### src/rtl/dmem_pkg.sv
// Shared types and constants for the data-SRAM arbiter.
package dmem_pkg;

   typedef enum logic {
      IDLE    = 1'b0,
      RD_WAIT = 1'b1
   } state_t;

   localparam int REQ_CPU    = 0;
   localparam int REQ_LDR    = 1;
   localparam int DEF_ADDR_W = 7;
   localparam int DEF_DATA_W = 32;

endpackage

### src/rtl/dmem_arbiter_rr_arb2.sv
// Two-way round-robin grant generator; on a conflict the requester not granted last wins.
module rr_arb2
   import dmem_pkg::*;
(
   input  logic       clk,
   input  logic       rst,
   input  logic       en_i,
   input  logic [1:0] req_i,
   output logic [1:0] gnt_o
);

   // last_q = 1 means the loader was granted last
   logic last_q, last_d;

   always_comb begin
      gnt_o  = 2'b00;
      last_d = last_q;
      if (en_i) begin
         if (req_i[REQ_CPU] && req_i[REQ_LDR]) begin
            if (last_q) gnt_o[REQ_CPU] = 1'b1;
            else        gnt_o[REQ_LDR] = 1'b1;
         end else begin
            gnt_o = req_i;
         end
      end
      if (gnt_o != 2'b00) last_d = gnt_o[REQ_LDR];
   end

   always_ff @(posedge clk or negedge rst) begin
      if (!rst) last_q <= 1'b1;
      else      last_q <= last_d;
   end

endmodule

### src/rtl/dmem_arbiter.sv
// Shares the single-port data SRAM between the CPU (m0) and loader (m1) ports,
// drives registered SRAM pins and returns a read-valid strobe after RD_LAT.
module dmem_arbiter
   import dmem_pkg::*;
#(
   parameter int ADDR_W = DEF_ADDR_W,
   parameter int DATA_W = DEF_DATA_W,
   parameter int RD_LAT = 1
) (
   input  logic              clk,
   input  logic              rst,
   input  logic              m0_req_i,
   input  logic              m0_we_i,
   input  logic [ADDR_W-1:0] m0_addr_i,
   input  logic [DATA_W-1:0] m0_wdata_i,
   output logic              m0_gnt_o,
   output logic              m0_rvalid_o,
   output logic [DATA_W-1:0] m0_rdata_o,
   input  logic              m1_req_i,
   input  logic              m1_we_i,
   input  logic [ADDR_W-1:0] m1_addr_i,
   input  logic [DATA_W-1:0] m1_wdata_i,
   output logic              m1_gnt_o,
   output logic              m1_rvalid_o,
   output logic [DATA_W-1:0] m1_rdata_o,
   output logic              sram_cen_n_o,
   output logic              sram_wen_n_o,
   output logic              sram_oen_n_o,
   output logic [ADDR_W-1:0] sram_a_o,
   output logic [DATA_W-1:0] sram_d_o,
   input  logic [DATA_W-1:0] sram_q_i
);

   localparam int CNT_W = 2;

   state_t            state_q, state_d;
   logic [CNT_W-1:0]  cnt_q, cnt_d;
   logic              owner_q, owner_d;
   logic              cen_n_q, cen_n_d;
   logic              wen_n_q, wen_n_d;
   logic [ADDR_W-1:0] a_q, a_d;
   logic [DATA_W-1:0] d_q, d_d;
   logic [1:0]        rvalid_q, rvalid_d;
   logic [1:0]        req, gnt;
   logic              arb_en, win, win_we;

   assign req    = {m1_req_i, m0_req_i};
   // gnt is combinational, so it is also masked while reset is held
   assign arb_en = (state_q == IDLE) && rst;

   rr_arb2 u_arb (
      .clk   (clk),
      .rst   (rst),
      .en_i  (arb_en),
      .req_i (req),
      .gnt_o (gnt)
   );

   assign win    = gnt[REQ_LDR];
   assign win_we = win ? m1_we_i : m0_we_i;

   always_comb begin
      state_d  = state_q;
      cnt_d    = cnt_q;
      owner_d  = owner_q;
      cen_n_d  = 1'b1;
      wen_n_d  = 1'b1;
      a_d      = a_q;
      d_d      = d_q;
      rvalid_d = 2'b00;
      case (state_q)
         IDLE: begin
            if (gnt != 2'b00) begin
               cen_n_d = 1'b0;
               wen_n_d = ~win_we;
               a_d     = win ? m1_addr_i  : m0_addr_i;
               d_d     = win ? m1_wdata_i : m0_wdata_i;
               if (!win_we) begin
                  state_d = RD_WAIT;
                  cnt_d   = CNT_W'(RD_LAT);
                  owner_d = win;
               end
            end
         end
         RD_WAIT: begin
            cnt_d = cnt_q - CNT_W'(1);
            // last wait cycle: data lands on sram_q next cycle with the strobe
            if (cnt_q == CNT_W'(1)) begin
               state_d           = IDLE;
               rvalid_d[owner_q] = 1'b1;
            end
         end
         default: state_d = IDLE;
      endcase
   end

   always_ff @(posedge clk or negedge rst) begin
      if (!rst) begin
         state_q  <= IDLE;
         cnt_q    <= '0;
         owner_q  <= 1'b0;
         cen_n_q  <= 1'b1;
         wen_n_q  <= 1'b1;
         a_q      <= '0;
         d_q      <= '0;
         rvalid_q <= 2'b00;
      end else begin
         state_q  <= state_d;
         cnt_q    <= cnt_d;
         owner_q  <= owner_d;
         cen_n_q  <= cen_n_d;
         wen_n_q  <= wen_n_d;
         a_q      <= a_d;
         d_q      <= d_d;
         rvalid_q <= rvalid_d;
      end
   end

   assign m0_gnt_o     = gnt[REQ_CPU];
   assign m1_gnt_o     = gnt[REQ_LDR];
   assign m0_rvalid_o  = rvalid_q[REQ_CPU];
   assign m1_rvalid_o  = rvalid_q[REQ_LDR];
   assign m0_rdata_o   = sram_q_i;
   assign m1_rdata_o   = sram_q_i;
   assign sram_cen_n_o = cen_n_q;
   assign sram_wen_n_o = wen_n_q;
   assign sram_oen_n_o = 1'b0;
   assign sram_a_o     = a_q;
   assign sram_d_o     = d_q;

endmodule

### config.mk
export PLATFORM = sky130hd
export DESIGN_NAME = dmem_arbiter
export DESIGN_NICKNAME = d
export VERILOG_FILES = /design/src/rtl/dmem_pkg.sv /design/src/rtl/dmem_arbiter_rr_arb2.sv /design/src/rtl/dmem_arbiter.sv
export SDC_FILE = /design/constraint.sdc
export NUM_CORES = 1
export LEC_CHECK = 0
export ABC_AREA = 0
export BUFFER_PORTS_ARGS = -buffer_cell sky130_fd_sc_hd__buf_2
export CORE_AREA = 2 2 88 90
export CTS_BUF_LIST = sky130_fd_sc_hd__clkbuf_8
export DETAILED_ROUTE_END_ITERATION = 10
export DIE_AREA = 0 0 90 92
export PLACE_DENSITY_LB_ADDON = 0.25
export SYNTH_ARGS = -nofsm -noshare
export SYNTH_HDL_FRONTEND = slang
export SYNTH_SLANG_ARGS = --single-unit
### constraint.sdc
create_clock -name clk -period 2.95 [get_ports clk]
set_clock_uncertainty 0.15 [all_clocks]
set_input_delay 0.59 -clock clk [delete_from_list [all_inputs] [get_ports clk]]
set_output_delay 0.59 -clock clk [all_outputs]
set_load 0.01 [all_outputs]
# Word level (Yosys, flattened, before mapping)
# Index checks and enable logic that the tools add are counted.
[word_totals]
reg_bits = 48
in_bits = 116
out_inout_bits = 110
wordCells = 46
[op_classes]
n_addsub = 1
magnitude_cmp = 2
eq_ne = 3
muxes = 22
n_bitwise = 2
reduce_logical = 7
[ops]
columns = ["operator", "count"]
rows = [
  ["$mux W32", 1],
  ["$mux W2", 6],
  ["$mux W1", 11],
  ["$mux W7", 1],
  ["$pmux W2 S2", 1],
  ["$reduce_and A2 Y1", 2],
  ["$logic_and A1 B1 Y1", 3],
  ["$reduce_and A3 Y1", 1],
  ["$eq A2 B1 Y1 const B", 1],
  ["$lt A1 B2 Y1 const B", 1],
  ["$ne A2 B1 Y1 const B", 1],
  ["$ne A2 B2 Y1 const B", 1],
  ["$not A1 Y1", 2],
  ["$pmux W1 S2", 1],
  ["$reduce_bool A2 Y1", 1],
  ["$sub A2 B1 Y2 const B", 1],
  ["$demux W1 S1", 1],
  ["$ge A1 B1 Y1 const B", 1],
]

# Depth between registers and ports, before layout
# Gate-level depths: netlist (run 1).
[logic_depth]
ltp_word = 7
ltp_mapped = 6
ltp_nobuf = 5

# Cells and area by module
# Synthesis (run 1) repeated with hierarchy kept, for this count alone.
[unflattened]
hier_cells = 231
area_unflattened_um2 = 3036.7
[modules_own_cells]
columns = ["module", "n_inst", "cells_per_inst", "area_each_um2"]
rows = [
  ["dmem_arbiter", 1, 223, 2974.1],
  ["rr_arb2", 1, 8, 62.6],
]

# Worst setup path after synthesis (run 1)
# Ideal clock, no wire load.
[synth_path]
kind = "input -> output"
from = "input port m1_req_i"
to = "output port m1_gnt_o"
arrival_time_ns = 1.154
t_required_ns = 2.210
path_slack_ns = 1.056
path_stages = 4
path_buffers = 2
path_cell_list = "and3b_1 -> buf_6 -> and2_4 -> buf_6"
[synth_via]
elab_chain_len = 3
[synth_rtl]
columns = ["item", "line", "text"]
rows = [
  ["start: declaration", "dmem_arbiter.sv:19", "input logic m1_req_i,"],
  ["$logic_and A1 B1 Y1", "dmem_arbiter_rr_arb2.sv:19", "if (req_i[REQ_CPU] && req_i[REQ_LDR]) begin"],
  ["$mux W2 *", "dmem_arbiter_rr_arb2.sv:19", ""],
  ["$mux W2 *", "dmem_arbiter_rr_arb2.sv:18", "if (en_i) begin"],
  ["end: declaration", "dmem_arbiter.sv:23", "output logic m1_gnt_o,"],
]
# Every way passes the cells marked *; elsewhere a longest branch is shown, timed or not.

# Worst setup path after layout (run 1)
[layout_path]
from = "register state_q"
to = "output port m0_gnt_o"
[layout_via]
elab_chain_len = 3
[layout_rtl]
columns = ["item", "line", "text"]
rows = [
  ["start: declaration", "dmem_arbiter.sv:36", "state_t state_q, state_d;"],
  ["start signal: assignment", "dmem_arbiter.sv:108", "state_q <= state_d;"],
  ["$not A1 Y1 (no line)", "-", ""],
  ["$logic_and A1 B1 Y1", "dmem_arbiter.sv:49", "assign arb_en = (state_q == IDLE) && rst;"],
  ["$mux W2", "dmem_arbiter_rr_arb2.sv:18", ""],
  ["end: declaration", "dmem_arbiter.sv:16", "output logic m0_gnt_o,"],
]
# No other way between the ends.

==> metrics.yaml, run 1 <==
synthesis:
  synth-async-reset-ratio_pct: 100
  avgSynthCellArea_um2: 8.96
  synth.top_cell.area_share_pct: 38.4
  syn_area_um2: 2930
  yosys.area.top_type: "dfrtp_1"
  synth-seq-cells: 48
  ys_top_cells_by_count: "66 x buf_4, 45 x dfrtp_1, 43 x inv_1"
  synth_ff_type: "dfrtp_1"
  yosysMostFrequentCell: "buf_4"
  synth_edf_count: 0
  ys_seq_area_share_pct: 41.1
  syn_inst: 327
  yosys_warnings: 0
  syn-num-nets: 444
  ys_top_cells_by_area: "dfrtp_1 38%, buf_4 17%, o311ai_1 11%"
  synth_cell_types: 30
clock_tree:
  clkTransAtPathRegs_ns: 0.09
  ctsHoldBuffers: 0
  cts-buffers-inserted: 5
  htreeDepth: 2
  post_cts_resized: 0
  cts_setup_buffers: 0
  cts_tree: "done"
  cts_sinks: 48
  clk_latency_ns: 0.30
  cts_buffer_depth: 2
  cts-root-buf: "clkbuf_8"
global_routing:
  grt_overflow: 0
  grt_max_degree: 49
  grt_use_total_pct: 18.1
  first_global_vias: 2413
  grt_pass1_wl_um: 12100
  antenna_found_initial: 0
final_layout:
  seq_area_um2: 1200
  finish.net_count: 494
  post-route-cell-area_um2: 3220
  nFillCells: 790
  area_growth_pct: 9.86
  final_util_pct: 43.2
  final_cells: 480
  drive_above_1_share_pct: 39.9
  multi_input_area_um2: 946
  diodes: 0
critical_path:
  cp.arrival_ns: 1.45
  cp.required_ns: 2.21
  crit_buf_inv: 1
  critPathKind: "flop to primary output"
  crit_fanout: 9
  crit_chain: "and2b_1, nand2_1, a21oi_1, buf_2"
  cp-end-kind: "primary output"
  startpoint_type: "flop"
  crit_path_top_delay_cell: "dfrtp_1"
  critPathTopFamily: "flip-flops"
  worst_path_largest_cell_delay_ns: 0.48
floorplanning:
  dieArea_um2: 8280
  die_h_um: 92
  start_util_pct: 39.3
  fp.dieW_um: 90
  pin_count: 226
  rows: 32
  core_um2: 7450
timing:
  tightest_slew_ns: 1.25
  maxSlewViolCount: 0
  max_clock_freq_mhz: 458
  tns_ns: 0
  rsz0062_at_grt: "false"
  fin_crit_sh_pct: 74.1
  slew_headroom_pct: 16.0
  setup_viol: 0
  timing.hold.ws_ns: 0.275
  fin_crit_ns: 2.19
  hold_viol: 0
route:
  route.detailed.drc: 0
  routed_via_density: 5.24
  wire_per_inst_um: 15.8
  antenna_left: 0
  first_iter_violations: 128
  vias: 2515
  wl_um: 7570
  firstDrtPassIters: 4
power_and_ir_drop:
  p_leak_nw: 1.62
  power.density_nw_per_um2: 867
  ir_drop_uv: 378
placement:
  postPlaceCellArea_um2: 3130
  hpwl_um: 4930
  placedCellCount: 472
  gp_congestion: 0.741
  io_buffers: 128
job:
  cap_violations: 0
status:
  status: "finished clean"
worst_hold_path:
  min-delay-path-class: "input pin to async pin"
[per-stage QoR]
stage | worst slack [ns] | power [mW]
after floorplan | 1.06 | 1.99
after global routing | 0.626 | 3.01
final | 0.764 | 2.79
after CTS | 0.761 | 2.82
after global placement | 0.730 | 2.37
after detailed placement | 0.684 | 2.40
[registers in the layout (all words and copies together) (netlist names)]
| name | flops |
|---|---|
| sram_cen_n_o | 1 |
| u_arb.last_q | 1 |
| owner_q | 1 |
| state_q | 1 |
| sram_d_o | 32 |
| cnt_q | 2 |
| sram_wen_n_o | 1 |
| rvalid_q | 2 |
| sram_a_o | 7 |
[cell families after synthesis]
logic type,count (synthesis),share of synthesized area (%)
buffers and inverters,134,27.0
and+or+nand+nor,53,9.18
DFF,48,41.1
adders and majority gates,1,0.427
other,1,0.128
xor gates and xnor gates,1,0.299
AOI/OAI and AO/OA,89,21.9
[cells in the final DEF (no fill, tap or decap), drive strengths merged]
cell type,count
a21boi,1
a21oi,1
a31oi,1
and2,1
and2b,1
and3,2
and3b,1
buf,134
clkbuf,6
clkinvlp,1
conb,1
dfrtp,45
dfstp,3
ha,1
inv,44
nand2,5
nand2b,1
nand3,39
nor2,3
o2111ai,1
o21ai,41
o21bai,1
o311ai,39
o31a,1
o31ai,2
o32ai,1
xnor2,1
[worst reg2reg max path, cell delays in order, from the launching register on]
cell	delay, ns
dfrtp_1	0.48
and3b_2	0.29
buf_4	0.41
a21boi_0	0.30
o31a_1	0.35
[path summary, 6_finish.rpt]
check | from | end | slack, ns | depth (start not counted)
max | state_q$_DFF_PN0_ | m0_gnt_o | 0.76 | 4
min | rst | sram_d_o[30]$_DFFE_PN0P_ | 0.28 | 2
max reg2reg | state_q$_DFF_PN0_ | cnt_q[1]$_DFFE_PN0P_ | 0.86 | 4
min reg2reg | owner_q$_DFFE_PN0P_ | rvalid_q[0]$_DFF_PN0_ | 0.33 | 1
max in group asynchronous | rst | cnt_q[1]$_DFFE_PN0P_ | 1.94 | 2
min in group clk | owner_q$_DFFE_PN0P_ | rvalid_q[0]$_DFF_PN0_ | 0.33 | 1
[cell type report]
| type | count | area share, % |
|---|---|---|
| clock buffers | 6 | 2.57 |
| clock inverters | 2 | 0.350 |
| inverters | 43 | 5.01 |
| multi-input cells | 145 | 29.4 |
| flip-flops and latches | 48 | 37.4 |
| well taps | 102 | 3.96 |
| repair buffers | 134 | 21.3 |
[power by group]
part | switching, mW | internal [mW] | total (mW)
registers | 0.168 | 0.981 | 1.15
logic | 0.703 | 0.525 | 1.23
clock network | 0.226 | 0.188 | 0.414
[metal layers]
metal / track usage, % / vias to the layer above / share of wire, %
met4: 6.54 / 0 / 2.2
met2: 31.1 / 144 / 50
li1: - / 1168 / -
met5: 0 / - / 0
met1: 21.7 / 1187 / 40
met3: 5.34 / 16 / 8.6
(Power assumes the default switching activity.)
==> inputs of run 2 (changes only) <==
- ABC_AREA: 0 -> 1
- clock period: 2.95 -> 2.25 ns (I/O delays scaled with it)
==> run 2 against run 1 <==
Effect of this change:
- wire length fell by 9.1%
- critical path depth unchanged
- synthesized cell count decreased by 0.31%
- design area decreased by 7.0%
- register-to-register slack got worse by 0.36 ns
- setup slack got worse by 0.46 ns
- worst hold slack got worse by 0.23 ns
- clock power increased by 20%
- via count decreased by 9.5%
- final cell count increased by 2.3%
- power is 21% higher
- highest routed layer unchanged
==> metrics.yaml, run 2 <==
route:
  met3RoutedLength_um: 573
  firstDrtPassIters: 4
  top_layer: "met4"
  wl_um: 6890
  routed_via_density: 4.63
  wire_per_inst_um: 14.0
  vias: 2275
  first_iter_violations: 68
  met1Wirelength_um: 2900
  route.detailed.drc: 0
  wl_met2_um: 3250
  antenna_left: 0
critical_path:
  critPathKind: "flop to primary output"
  cp-end-kind: "primary output"
  r2r-start: "state_q$_DFF_PN0_"
  cp.arrival_ns: 1.34
  crit_fanout: 10
  reg2reg_depth: 6
  cp.required_ns: 1.65
  startpoint_type: "flop"
  worstSetupStartpoint: "state_q$_DFF_PN0_"
global_routing:
  antenna_found_initial: 0
  grt_overflow: 0
  grt_use_total_pct: 16.7
  grt_max_degree: 42
  grt_pass1_wl_um: 11000
  first_global_vias: 2143
synthesis:
  syn_inst: 326
  ys_top_cells_by_area: "dfrtp_1 42%, buf_4 19%, o21ai_1 9.0%"
  ys_top_cells_by_count: "69 x buf_4, 51 x nand2_1, 48 x o21ai_1"
  yosys.area.top_type: "dfrtp_1"
  synth_cell_types: 20
  ys_seq_area_share_pct: 44.9
  yosysMostFrequentCell: "buf_4"
  synth.top_cell.area_share_pct: 42.0
  synth-async-reset-ratio_pct: 100
  synth_edf_count: 0
  yosys_warnings: 0
  synth-seq-cells: 48
  syn-num-nets: 443
  avgSynthCellArea_um2: 8.23
  syn_area_um2: 2680
  synth_ff_type: "dfrtp_1"
final_layout:
  mostFrequentLayoutCells: "128 x buf_2, 51 x nand2_1, 48 x o21ai_1"
  drive_above_1_share_pct: 38.6
  finish.net_count: 505
  largest_reg_flops: 32
  post-route-cell-area_um2: 2990
  final_common_cell: "buf_2"
  nFillCells: 797
  area_growth_pct: 11.6
  final_cells: 491
  diodes: 0
placement:
  gp_congestion: 0.738
  placedCellCount: 483
  hpwl_um: 5130
  postPlaceCellArea_um2: 2910
  io_buffers: 128
job:
  cap_violations: 0
power_and_ir_drop:
  p_leak_nw: 1.58
  ir_drop_uv: 475
  power.density_nw_per_um2: 1130
floorplanning:
  die_h_um: 92
  start_util_pct: 36.0
  rows: 32
  dieArea_um2: 8280
  core_um2: 7450
  fp.dieW_um: 90
  pin_count: 226
worst_hold_path:
  min-delay-path-class: "input pin to async pin"
clock_tree:
  cts_sinks: 48
  clkTransAtPathRegs_ns: 0.09
  cts-buffers-inserted: 5
  cts-root-buf: "clkbuf_8"
  post_cts_resized: 0
  htreeDepth: 2
  clk_latency_ns: 0.30
  cts_setup_buffers: 0
  cts_tree: "done"
  ctsHoldBuffers: 0
  cts_buffer_depth: 2
timing:
  hold_viol: 0
  tns_ns: 0
  fin_crit_sh_pct: 86.4
  max_clock_freq_mhz: 514
  maxSlewViolCount: 0
  rsz0062_at_grt: "false"
  setup_viol: 0
  fin_crit_ns: 1.94
status:
  status: "finished clean"
run 2: cell types whose count changed in the layout (fill, tap and decap cells not counted), sizes merged, moves of 2 or more:
cell	before	now
inv	44	12
nand2	5	53
nor2	3	42
o311ai	39	0
and3	2	0
o21ai	41	80
nand3	39	8
o31ai	2	0
buf	134	136
run 2: area by class of cell:
| cell class | count | area [µm²] | share of cell area [%] |
|---|---|---|---|
| repair buffers | 136 | 701 | 23.4 |
| clock buffers | 5 | 68.8 | 2.30 |
| well taps | 102 | 128 | 4.26 |
| inverters | 10 | 37.5 | 1.25 |
| clock inverters | 3 | 12.5 | 0.418 |
| flip-flops and latches | 48 | 1200 | 40.2 |
| multi-input cells | 187 | 842 | 28.1 |
run 2: path summary, 6_finish.rpt:
check	slack, ns	end
worst max-delay path	0.31	m1_gnt_o
min in group clk	0.25	sram_d_o[11]$_DFFE_PN0P_
worst min register to register	0.34	sram_d_o[7]$_DFFE_PN0P_
worst max register to register	0.50	cnt_q[1]$_DFFE_PN0P_
worst min-delay path	0.05	sram_d_o[4]$_DFFE_PN0P_
max in group asynchronous	1.59	sram_wen_n_o$_DFF_PN1_
run 2: worst max-delay path: stages, from the launching register on:
cell and delay (ns):
dfrtp_1 0.43, nor2_2 0.20, nand2_2 0.18, inv_2 0.11
buf_2 0.13
run 2: layer usage:
layer / global-route usage (%) / up-vias
met5: 0 / -
met4: 6.79 / 0
met3: 5.18 / 17
met2: 26.8 / 111
met1: 21.1 / 1039
li1: - / 1108
run 2: cell families (layout without fill, tap and decap cells):
logic type	after synthesis	in the layout	share of synthesized area, %
AND/OR/NAND/NOR	103	103	15.2
buffers and inverters	91	154	23.7
AO/OA/AOI/OAI	82	82	15.5
flip-flops	48	48	44.9
adder cells (fa/ha/maj)	1	1	0.466
other	1	1	0.140
run 2: power by group:
| group | switching [mW] | leakage, nW | internal [mW] |
|---|---|---|---|
| sequential | 0.208 | 0.591 | 1.26 |
| combinational | 0.826 | 0.939 | 0.578 |
| clock | 0.285 | 0.0505 | 0.210 |
| total | 1.32 | 1.58 | 2.05 |
run 2: per-stage QoR:
step	hold WS (ns)	setup slack, ns	utilization, %	power, mW
6_report	0.0465	0.305	40.2	3.37
5_1_grt	0.0548	0.166	40.2	3.68
4_1_cts	0.0506	0.288	40.2	3.43
3_5_place_dp	0.318	0.291	39.1	2.92
3_3_place_gp	0.314	0.351	39.1	2.89
2_1_floorplan	0.00441	0.656	-	2.45
==> inputs of run 3 (changes only) <==
- SLEW_MARGIN: unset -> 25
- clock period: 2.25 -> 2.05 ns (I/O delays scaled with it)
==> run 3 against run 2 <==
Effect of this change:
- global-route usage is 0.41 points lower
- clock power is 51% higher
- final cell count fell by 0.41%
- count of clock-buffer cells in the layout is 2 higher
- setup slack lost 0.18 ns
- first-iteration DRC count rose by 44%
- critical endpoint is now m0_gnt_o
- highest routed layer unchanged
==> metrics.yaml, run 3 (synthesis results as in run 2) <==
status:
  status: "finished clean"
final_layout:
  drive_above_1_share_pct: 38.8
  area_growth_pct: 13.3
  largest_reg_flops: 32
  final_cells: 489
  finish.net_count: 503
  diodes: 0
  mostFrequentLayoutCells: "128 x buf_2, 51 x nand2_1, 48 x o21ai_1"
  final_common_cell: "buf_2"
placement:
  hpwl_um: 4980
  placedCellCount: 481
  gp_congestion: 0.745
  io_buffers: 128
  post-place-ws_ns: 0.151
floorplanning:
  pin_count: 226
  fp.dieW_um: 90
  start_util_pct: 36.0
  die_h_um: 92
  rows: 32
  dieArea_um2: 8280
  core_um2: 7450
critical_path:
  critPathKind: "flop to primary output"
  cp.arrival_ns: 1.36
  crit_fanout: 4
  r2r-start: "state_q$_DFF_PN0_"
  startpoint_type: "flop"
  rr_endpoint: "cnt_q[1]$_DFFE_PN0P_"
  cp-end-kind: "primary output"
  reg2reg_depth: 6
  r2r_setup_slack_ns: 0.28
  cp.required_ns: 1.49
global_routing:
  grt_use_total_pct: 16.3
  grt_overflow: 0
  first_global_vias: 2247
  grt_max_degree: 49
  antenna_found_initial: 0
  grt_pass1_wl_um: 10900
clock_tree:
  clk_latency_ns: 0.29
  htreeDepth: 2
  clkTransAtPathRegs_ns: 0.09
  cts_setup_buffers: 0
  ctsHoldBuffers: 0
  cts-root-buf: "clkbuf_8"
  cts-buffers-inserted: 5
  cts_tree: "done"
  cts_sinks: 48
  cts_buffer_depth: 2
route:
  route.detailed.drc: 0
  firstDrtPassIters: 4
  vias: 2306
  wl_um: 6820
  antenna_left: 0
  wire_per_inst_um: 13.9
  routed_via_density: 4.72
  first_iter_violations: 98
worst_hold_path:
  min-delay-path-class: "input pin to async pin"
timing:
  setup_viol: 0
  slew_headroom_pct: 58.8
  max_clock_freq_mhz: 520
  hold_viol: 0
  tightest_slew_ns: 0.618
  fin_crit_sh_pct: 93.7
  tns_ns: 0
  rsz0062_at_grt: "false"
  maxSlewViolCount: 0
  fin_crit_ns: 1.92
  setup_ws_ns: 0.129
power_and_ir_drop:
  ir_drop_uv: 480
  power.density_nw_per_um2: 1290
  p_leak_nw: 1.59
job:
  cap_violations: 0
[run 3: worst max path at each step]
stage                           start              endpoint  slack, ns
floorplan                    m1_req_i              m1_gnt_o       0.54
global placement                  rst  cnt_q[1]$_DFFE_PN0P_       0.19
detailed placement                rst  cnt_q[1]$_DFFE_PN0P_       0.15
CTS                 state_q$_DFF_PN0_              m1_gnt_o        0.1
global route        state_q$_DFF_PN0_              m0_gnt_o       0.02
finish              state_q$_DFF_PN0_              m0_gnt_o       0.13
[run 3: routing by layer]
layer / track usage (%) / part of all wire [%]
met1: 19.5 / 41
met2: 27.0 / 48
met3: 5.92 / 8.8
met4: 6.15 / 2.2
met5: 0 / 0
[run 3: timing repair]
| action | in CTS | in global routing |
|---|---|---|
| hold endpoints to repair | 0 | 0 |
| gates resized for setup | 0 | 1 |
| setup endpoints to repair | 0 | 1 |
[run 3: layout make-up]
class / count / area, µm²
fill: 822 / 4410
sequential: 48 / 1200
multi-input combinational: 187 / 847
timing repair buffer: 134 / 698
tap: 102 / 128
clock buffer: 7 / 96.3
inverter: 10 / 37.5
clock inverter: 1 / 30.0
[run 3: power breakdown]
group	internal, mW	switching (mW)	total [mW]
Sequential	1.39	0.231	1.62
Clock	0.431	0.315	0.746
Combinational	0.640	0.913	1.55
Total	2.46	1.46	3.92
[run 3: per-stage QoR]
step                utilization, %  area (µm²)  hold WS (ns)  power, mW
floorplan                        -        2680       -0.0356       2.69
global placement              39.1        2910         0.316       3.18
detailed placement            39.1        2910         0.315       3.22
CTS                           40.8        3040         0.169       3.97
global route                  40.8        3040         0.192       4.24
finish                        40.8        3040         0.133       3.92
[run 3: worst max-delay path: stages (launching register included)]
cell and delay (ns):
dfrtp_1 0.43, nor2_2 0.24, nand3_1 0.17, inv_1 0.10, buf_2 0.13
